==> src/rtl/i2c_arbiter.sv <==
// Arbitrates N requesters onto one I2C master: latches the winner's command, issues start, tracks ready, times out.
// Define I2C_ARB_FIXED_PRI_EN for fixed priority (lowest index wins) instead of round-robin.
module i2c_arbiter #(
  parameter int N              = 4,
  parameter int TIMEOUT_CYCLES = 1024,
  parameter int CW             = 11
) (
  input  logic              clk,
  input  logic              rst,
  input  logic [N-1:0]      req,
  input  logic [7*N-1:0]    req_addr,
  input  logic [16*N-1:0]   req_data,
  input  logic [N-1:0]      req_rw,
  input  logic [N-1:0]      req_two_bytes,
  output logic [N-1:0]      gnt,
  output logic [N-1:0]      done,
  output logic              err,
  output logic [15:0]       rdata,
  output logic              m_start,
  output logic [6:0]        m_addr,
  output logic [15:0]       m_data,
  output logic              m_rw,
  output logic              m_two_bytes,
  input  logic              m_ready,
  input  logic [15:0]       m_read_data
);
  localparam int PW = (N > 1) ? $clog2(N) : 1;
  localparam logic [CW-1:0] TO_LAST = CW'(TIMEOUT_CYCLES - 1);

  typedef enum logic [2:0] {IDLE, ISSUE, ACCEPT, BUSY, DONE} state_t;

  state_t state, state_n;
  logic [N-1:0]        gnt_n;
  logic [CW-1:0]       cnt, cnt_n;
  logic                abort, abort_n;
  logic [15:0]         rdata_n;
  logic                latch;
  logic                found;
  logic [PW-1:0]       pick;

  logic [N-1:0][6:0]   addr_v;
  logic [N-1:0][15:0]  data_v;
  assign addr_v = req_addr;
  assign data_v = req_data;

`ifndef I2C_ARB_FIXED_PRI_EN
  logic [PW-1:0] ptr, ptr_n, win, win_n;
`endif

  // Winner search; iterate from the lowest-priority candidate so the highest one is assigned last.
  always_comb begin
    found = 1'b0;
    pick  = '0;
`ifdef I2C_ARB_FIXED_PRI_EN
    for (int k = N - 1; k >= 0; k--) begin
      if (req[k]) begin
        found = 1'b1;
        pick  = PW'(k);
      end
    end
`else
    for (int k = N; k >= 1; k--) begin
      logic [PW-1:0] cand;
      cand = PW'((int'(ptr) + k) % N);
      if (req[cand]) begin
        found = 1'b1;
        pick  = cand;
      end
    end
`endif
  end

  always_comb begin
    state_n = state;
    gnt_n   = gnt;
    cnt_n   = cnt;
    abort_n = abort;
    rdata_n = rdata;
    latch   = 1'b0;
`ifndef I2C_ARB_FIXED_PRI_EN
    ptr_n   = ptr;
    win_n   = win;
`endif
    case (state)
      IDLE: begin
        if (m_ready && found) begin
          latch   = 1'b1;
          gnt_n   = {{(N-1){1'b0}}, 1'b1} << pick;
          abort_n = 1'b0;
          state_n = ISSUE;
`ifndef I2C_ARB_FIXED_PRI_EN
          win_n   = pick;
`endif
        end
      end
      ISSUE: begin
        cnt_n   = '0;
        state_n = ACCEPT;
      end
      ACCEPT: begin
        cnt_n = cnt + 1'b1;
        if (cnt == TO_LAST) begin
          abort_n = 1'b1;
          rdata_n = '0;
          state_n = DONE;
        end else if (!m_ready) begin
          state_n = BUSY;
        end
      end
      BUSY: begin
        cnt_n = cnt + 1'b1;
        // A completion seen on the last timeout cycle still counts as a good transfer.
        if (m_ready) begin
          if (m_rw) rdata_n = m_read_data;
          state_n = DONE;
        end else if (cnt == TO_LAST) begin
          abort_n = 1'b1;
          rdata_n = '0;
          state_n = DONE;
        end
      end
      DONE: begin
        gnt_n   = '0;
        state_n = IDLE;
`ifndef I2C_ARB_FIXED_PRI_EN
        ptr_n   = win;
`endif
      end
      default: state_n = IDLE;
    endcase
  end

  // Pulsed outputs are registered from next-state so they align with the state they belong to.
  always_ff @(posedge clk or negedge rst) begin
    if (!rst) begin
      state       <= IDLE;
      gnt         <= '0;
      done        <= '0;
      err         <= 1'b0;
      m_start     <= 1'b0;
      cnt         <= '0;
      abort       <= 1'b0;
      rdata       <= '0;
      m_addr      <= '0;
      m_data      <= '0;
      m_rw        <= 1'b0;
      m_two_bytes <= 1'b0;
    end else begin
      state   <= state_n;
      gnt     <= gnt_n;
      done    <= (state_n == DONE) ? gnt_n : '0;
      err     <= (state_n == DONE) && abort_n;
      m_start <= (state_n == ISSUE);
      cnt     <= cnt_n;
      abort   <= abort_n;
      rdata   <= rdata_n;
      if (latch) begin
        m_addr      <= addr_v[pick];
        m_data      <= data_v[pick];
        m_rw        <= req_rw[pick];
        m_two_bytes <= req_two_bytes[pick];
      end
    end
  end

`ifndef I2C_ARB_FIXED_PRI_EN
  always_ff @(posedge clk or negedge rst) begin
    if (!rst) begin
      ptr <= PW'(N - 1);
      win <= '0;
    end else begin
      ptr <= ptr_n;
      win <= win_n;
    end
  end
`endif

endmodule

==> config.mk <==
export PLATFORM = sky130hd
export DESIGN_NAME = i2c_arbiter
export DESIGN_NICKNAME = d
export VERILOG_FILES = /design/src/rtl/i2c_arbiter.sv
export SDC_FILE = /design/constraint.sdc
export NUM_CORES = 1
export LEC_CHECK = 0
export CORE_MARGIN = 2
export CORE_UTILIZATION = 55
export DETAILED_ROUTE_END_ITERATION = 8
export DONT_BUFFER_PORTS = 1
export HOLD_SLACK_MARGIN = 0.05
export PLACE_DENSITY = 0.68
export SLEW_MARGIN = 20
export SYNTH_ARGS = -nofsm -noshare
export SYNTH_HDL_FRONTEND = slang
export SYNTH_SLANG_ARGS = --single-unit
==> constraint.sdc <==
create_clock -name clk -period 2.15 [get_ports clk]
set_input_delay 0.1075 -clock clk [delete_from_list [all_inputs] [get_ports clk]]
set_output_delay 0.1075 -clock clk [all_outputs]
set_load 0.1 [all_outputs]
==> summary.txt, run 1 <==
Place
  • Detail Placement HPWL: 6.905 mm
  • Place WS: 0.1953 ns
  • Port bufs: 0
  • GP Congestion: 0.7716
  • Dpl cell area: around 0.0042 mm^2

Clock network
  • Post-cts repair resize count: 0
  • CTS Buf Count: 9
  • CTS Buffer Depth: 2
  • Clock sink total: 70
  • Setup repair bufs after CTS: 0
  • Hold buffer count at cts: 104
  • H-tree Lvls: 3
  • Root buffer cell: clkbuf_8

Synth
  • Synthesized flop and latch total: 70
  • Predominant post-synthesis flop cell: dfrtp_1
  • Post-synth EDFFs: 0
  • Sequential share of the synthesized area: 45.92%
  • Avg Synthesized Cell Area: 9.770 um^2
  • Synth Cell Area: 0.003820 mm^2
  • Synth unique cells: 52
  • Mapped Nets: 515
  • Mapped Cells: 391
  • Synth warn: 0
  • Async set-reset flop share out of synthesis: 100.0%

Die
  • Die height: 87.34 um
  • IO Pins: 174
  • Row count: 30
  • Initial Util: 56.54%
  • Die Span X: 87.34 um

Outcome
  • Exit stage: 4_1_cts
  • Outcome: aborted with a tool error
  • Err: [ERROR RSZ-0060] Max buffer count reached.
synth_stat cells (all sizes together) (2+ instances only):
cell type | number | area (um^2)
a22o | 18 | 157.7
mux2 | 28 | 367.9
clkbuf | 8 | 30.03
a31oi | 28 | 175.2
a21o | 2 | 15.01
nor2b | 6 | 45.04
nor2 | 41 | 161.4
nand2b | 4 | 25.02
o21a | 2 | 15.01
nand2 | 64 | 240.2
buf | 20 | 138.9
or2 | 2 | 12.52
a21oi | 9 | 45.04
a22oi | 27 | 202.7
inv | 5 | 18.77
nand3 | 6 | 42.54
and3 | 5 | 31.28
dfstp | 2 | 52.55
dfrtp | 68 | 1702
o21ai | 21 | 108.9
a211oi | 2 | 15.01
o41ai | 2 | 25.03
nor3 | 3 | 26.28
nand3b | 3 | 22.52
stage by stage:
| stage | hold slack, ns | std cells | util (%) |
|---|---|---|---|
| 3_5_place_dp | -0.1862 | 500 | 62.41 |
| 2_1_floorplan | -0.1881 | 391 | - |
| 3_3_place_gp | -0.1859 | 500 | 62.41 |
kinds of logic after synthesis:
| group | count (synthesis) | synth area share (%) |
|---|---|---|
| compound gates | 118 | 21.72 |
| xor+xnor | 1 | 0.2293 |
| fa+ha+maj | 1 | 0.3275 |
| buf+inv | 33 | 4.913 |
| flops | 70 | 45.92 |
| mux | 28 | 9.630 |
| simple gates | 140 | 17.26 |
==> run 2: changes to the inputs <==
--- a/config.mk
+++ b/config.mk
@@ -6,11 +6,10 @@
 export NUM_CORES = 1
 export LEC_CHECK = 0
 export CORE_MARGIN = 2
-export CORE_UTILIZATION = 55
+export CORE_UTILIZATION = 40
 export DETAILED_ROUTE_END_ITERATION = 8
 export DONT_BUFFER_PORTS = 1
-export HOLD_SLACK_MARGIN = 0.05
-export PLACE_DENSITY = 0.68
+export PLACE_DENSITY_LB_ADDON = 0.15
 export SLEW_MARGIN = 20
 export SYNTH_ARGS = -nofsm -noshare
 export SYNTH_HDL_FRONTEND = slang
==> run 2 against run 1 <==
The run now ends clean. Synthesized area stayed put. Synthesized cell count stayed put.
==> summary.txt, run 2 <==
Worst setup path
  • CP top delay family: flip-flops
  • Arrival time worst endpoint: 2.26 ns
  • Crit path cell chain: nor2b_4, o21a_1, nor3_4, buf_4, mux2_4, a31oi_1
  • Critical R2R Launch: ptr[0]
  • Worst r2r path cells: 6
  • CP max FO: 9
  • Req. time, crit path: between 2 and 2.5 ns
  • R2R Setup Slk: 0.14 ns
  • CP bufs+invs: 1
  • CP Launch Point: ptr[0]
  • Cell depth of the worst setup path: 6
  • CP max stage delay: 0.62 ns
  • Crit path launch type: register
  • CP endpoint: m_addr[2]
  • CP Class: register to register
  • R2r endpoint: m_addr[2]
  • CP max stage cell: dfstp_2
  • Crit. End Element: register

Clock network
  • Root buffer cell: clkbuf_8
  • Clk slew on worst S/H paths: 0.07 ns
  • CTS tree: yes
  • CTS Buffer Depth: 2 (unchanged)
  • CTS Buf Count: 9 (unchanged)
  • H-tree Lvls: 3 (unchanged)
  • Clk_lat worst skew: 0.34 ns
  • Clock sink total: 70 (unchanged)

Synth
  • Synth Cell Area: 0.003820 mm^2 (unchanged)
  • Synth top cells by count: dfrtp_1 (68), nand2_1 (64), nor2_1 (40), a31oi_1 (28), a22oi_1 (27)
  • Mapped Nets: 515 (unchanged)
  • Top cells by area, synth: dfrtp_1 (45%), nand2_1 (6.3%), mux2_4 (5.5%)
  • Most common cell in the netlist: dfrtp_1
  • Synthesized flop and latch total: 70 (unchanged)
  • Synth warn: 0 (unchanged)
  • Post-synth EDFFs: 0 (unchanged)
  • Post-synth top area cell: dfrtp_1
  • Avg Synthesized Cell Area: 9.770 um^2 (unchanged)
  • Predominant post-synthesis flop cell: dfrtp_1
  • Mapped Cells: 391 (unchanged)
  • Sequential share of the synthesized area: 45.92% (unchanged)
  • Async set-reset flop share out of synthesis: 100.0% (unchanged)
  • Synth top area share: 44.55% (unchanged)
  • Synth unique cells: 52 (unchanged)

Layout
  • ANT cells: 0
  • Ratio of cells with drive above 1 in the final layout: 22.95%
  • Final std cells w/o fill: slightly above 600
  • Most used cells in the layout excluding fill and tap cells: dfrtp_1 (68), nand2_1 (64), buf_4 (54)
  • Synth-to-layout area growth: 28.56%
  • Post-route cell area: just under 0.005 mm^2
  • Final net count: 594
  • Largest registers: m_data: 16 flops, rdata: 16 flops, cnt: 11 flops
  • Commonest non-fill, non-tap cell in the layout: dfrtp_1

Die
  • IO Pins: 174 (unchanged)
  • Die height: 101.7 um (+16%)
  • Die Span X: 101.7 um (+16%)
  • Die ar.: just over 0.01 mm^2
  • Initial Util: 41.34% (-15 points)
  • Row count: 35 (+17%)
  • Total core area: 0.009240 mm^2

STA
  • Final TNS setup: 0 ns
  • Unrepaired setup endpoints after global routing: no
  • Tmin final: roughly 2 ns
  • Final period utilization: 93.31%
  • Tightest Pin Transition: 0.8708 ns
  • Max Clk Rate: 498.5 MHz
  • Final Setup Violations: 0
  • Slew Limit Fails: 0
  • Setup Skew: roughly 0.012 ns
  • Final Hold Vio Count: 0
  • Relative slew slack: between 40% and 50%

Place
  • Port bufs: 0 (unchanged)
  • GP Congestion: 0.8713 (+13%)
  • Dpl cell area: 0.004258 mm^2 (+0.98%)
  • Detail Placement HPWL: 7.179 mm (+4.0%)
  • Placed insts: 548 (+9.6%)

Power
  • P_leak: ~0.0022 uW
  • Gate power share: 63.6%
  • Clock share of power: approximately 12%
  • Switching power: 5418 uW
  • Max VDD drop: roughly 1100 uV
  • Int Power: roughly 4100 uW
  • Sw frac: 57.08%
  • Flop pwr share: between 20% and 30%
  • Power per cell area: between 1500 and 2000 mW/mm^2

Global routing
  • Global-route wire length before repair: 15.76 mm
  • Initial antenna violation count: 0
  • Total Routing Usage GR: between 10% and 20%
  • Vias in the first global route: 3201
  • Grt total ovfl: 0
  • Largest net degree at the start of global routing: 71

Hold path
  • Origin of the worst min-delay path: req_addr[8]
  • Worst Hold Class: input port to register

Outcome
  • Outcome: complete, no violations

Route
  • Vias per cell: around 5.4
  • Remaining DRCs: 0
  • Initial drt markers: 103
  • WL final: between 10 and 15 mm
  • WL/cell: between 15 and 20 um
  • DRT antenna net count: 0
  • First drt pass iteration count: 4
  • Vias: 3257

Flow run
  • Max capacitance violation total: 0
[run 2: worst min path at each step]
stage / endpoint / slack (ns) / cells past startpoint
floorplan: abort / -0.19 / 0
global placement: cnt[6] / -0.18 / 0
detailed placement: cnt[6] / -0.18 / 0
CTS: m_data[15] / 0.0007 / 3
global route: m_data[8] / 0.007 / 2
finish: m_addr[1] / 0.02 / 2
[run 2: layout make-up]
cell class	count	area [um^2]
Timing Repair Buffer	96	863.3
Multi-Input combinational cell	288	1891
Inverter	5	18.77
Sequential cell	70	1754
Clock inverter	7	98.84
Fill cell	824	4329
Clock buffer	9	123.9
Tap cell	129	161.4
[run 2: kinds of logic (layout without fill, tap and decap cells)]
| group | Yosys count | count (layout) | synth area share, % |
|---|---|---|---|
| AOI/OAI and AO/OA | 118 | 118 | 21.72 |
| xor gates and xnor gates | 1 | 1 | 0.2293 |
| adders and majority gates | 1 | 1 | 0.3275 |
| buffers and inverters | 33 | 117 | 4.913 |
| DFF | 70 | 70 | 45.92 |
| muxes | 28 | 28 | 9.630 |
| and+or+nand+nor | 140 | 140 | 17.26 |
[run 2: metal layers]
metal | share of wire, % | vias to the layer above | global-route usage (%)
met5 | 0 | - | 0
met4 | 1.3 | 0 | 5.925
met3 | 6.8 | 11 | 5.935
met2 | 50 | 129 | 34.21
met1 | 42 | 1540 | 23.30
li1 | - | 1577 | -
[run 2: worst reg2reg max path: stages (launching register included)]
cell,delay (ns)
dfstp_2,0.62
nor2b_4,0.08
o21a_1,0.22
nor3_4,0.25
buf_4,0.25
mux2_4,0.31
a31oi_1,0.20
[run 2: through the flow]
step | power (uW) | hold slack [ns] | worst slack, ns | util [%]
4_1_cts | 9560 | 0.0006971 | 0.1096 | 53.00
3_5_place_dp | 8238 | -0.1845 | 0.01693 | 46.08
3_3_place_gp | 8191 | -0.1849 | 0.08137 | 46.08
6_report | 9491 | 0.01896 | 0.1438 | 53.15
2_1_floorplan | 7083 | -0.1881 | 0.08332 | -
5_1_grt | 9983 | 0.007185 | 0.004408 | 53.15
[run 2: power by group through the flow]
| stage | Clock [uW] | Sequential (uW) | Combinational (uW) |
|---|---|---|---|
| 6_report | 1180 | 2280 | 6030 |
| 5_1_grt | 1280 | 2340 | 6360 |
| 2_1_floorplan | 0 | 5260 | 1830 |
| 3_3_place_gp | 0 | 2280 | 5910 |
| 4_1_cts | 1230 | 2280 | 6050 |
| 3_5_place_dp | 0 | 2300 | 5940 |
[run 2: what timing repair did]
item / in CTS / in global routing
pin swaps: 0 / 0
hold endpoints to repair: 100 / 1
endpoints found under the setup margin: 1 / 5
resized for setup: 1 / 1
buffers inserted: 0 / 0
gates cloned: 0 / 0
hold buffers: 39 / 1
No activity file was read; power rests on OpenSTA's default activity.
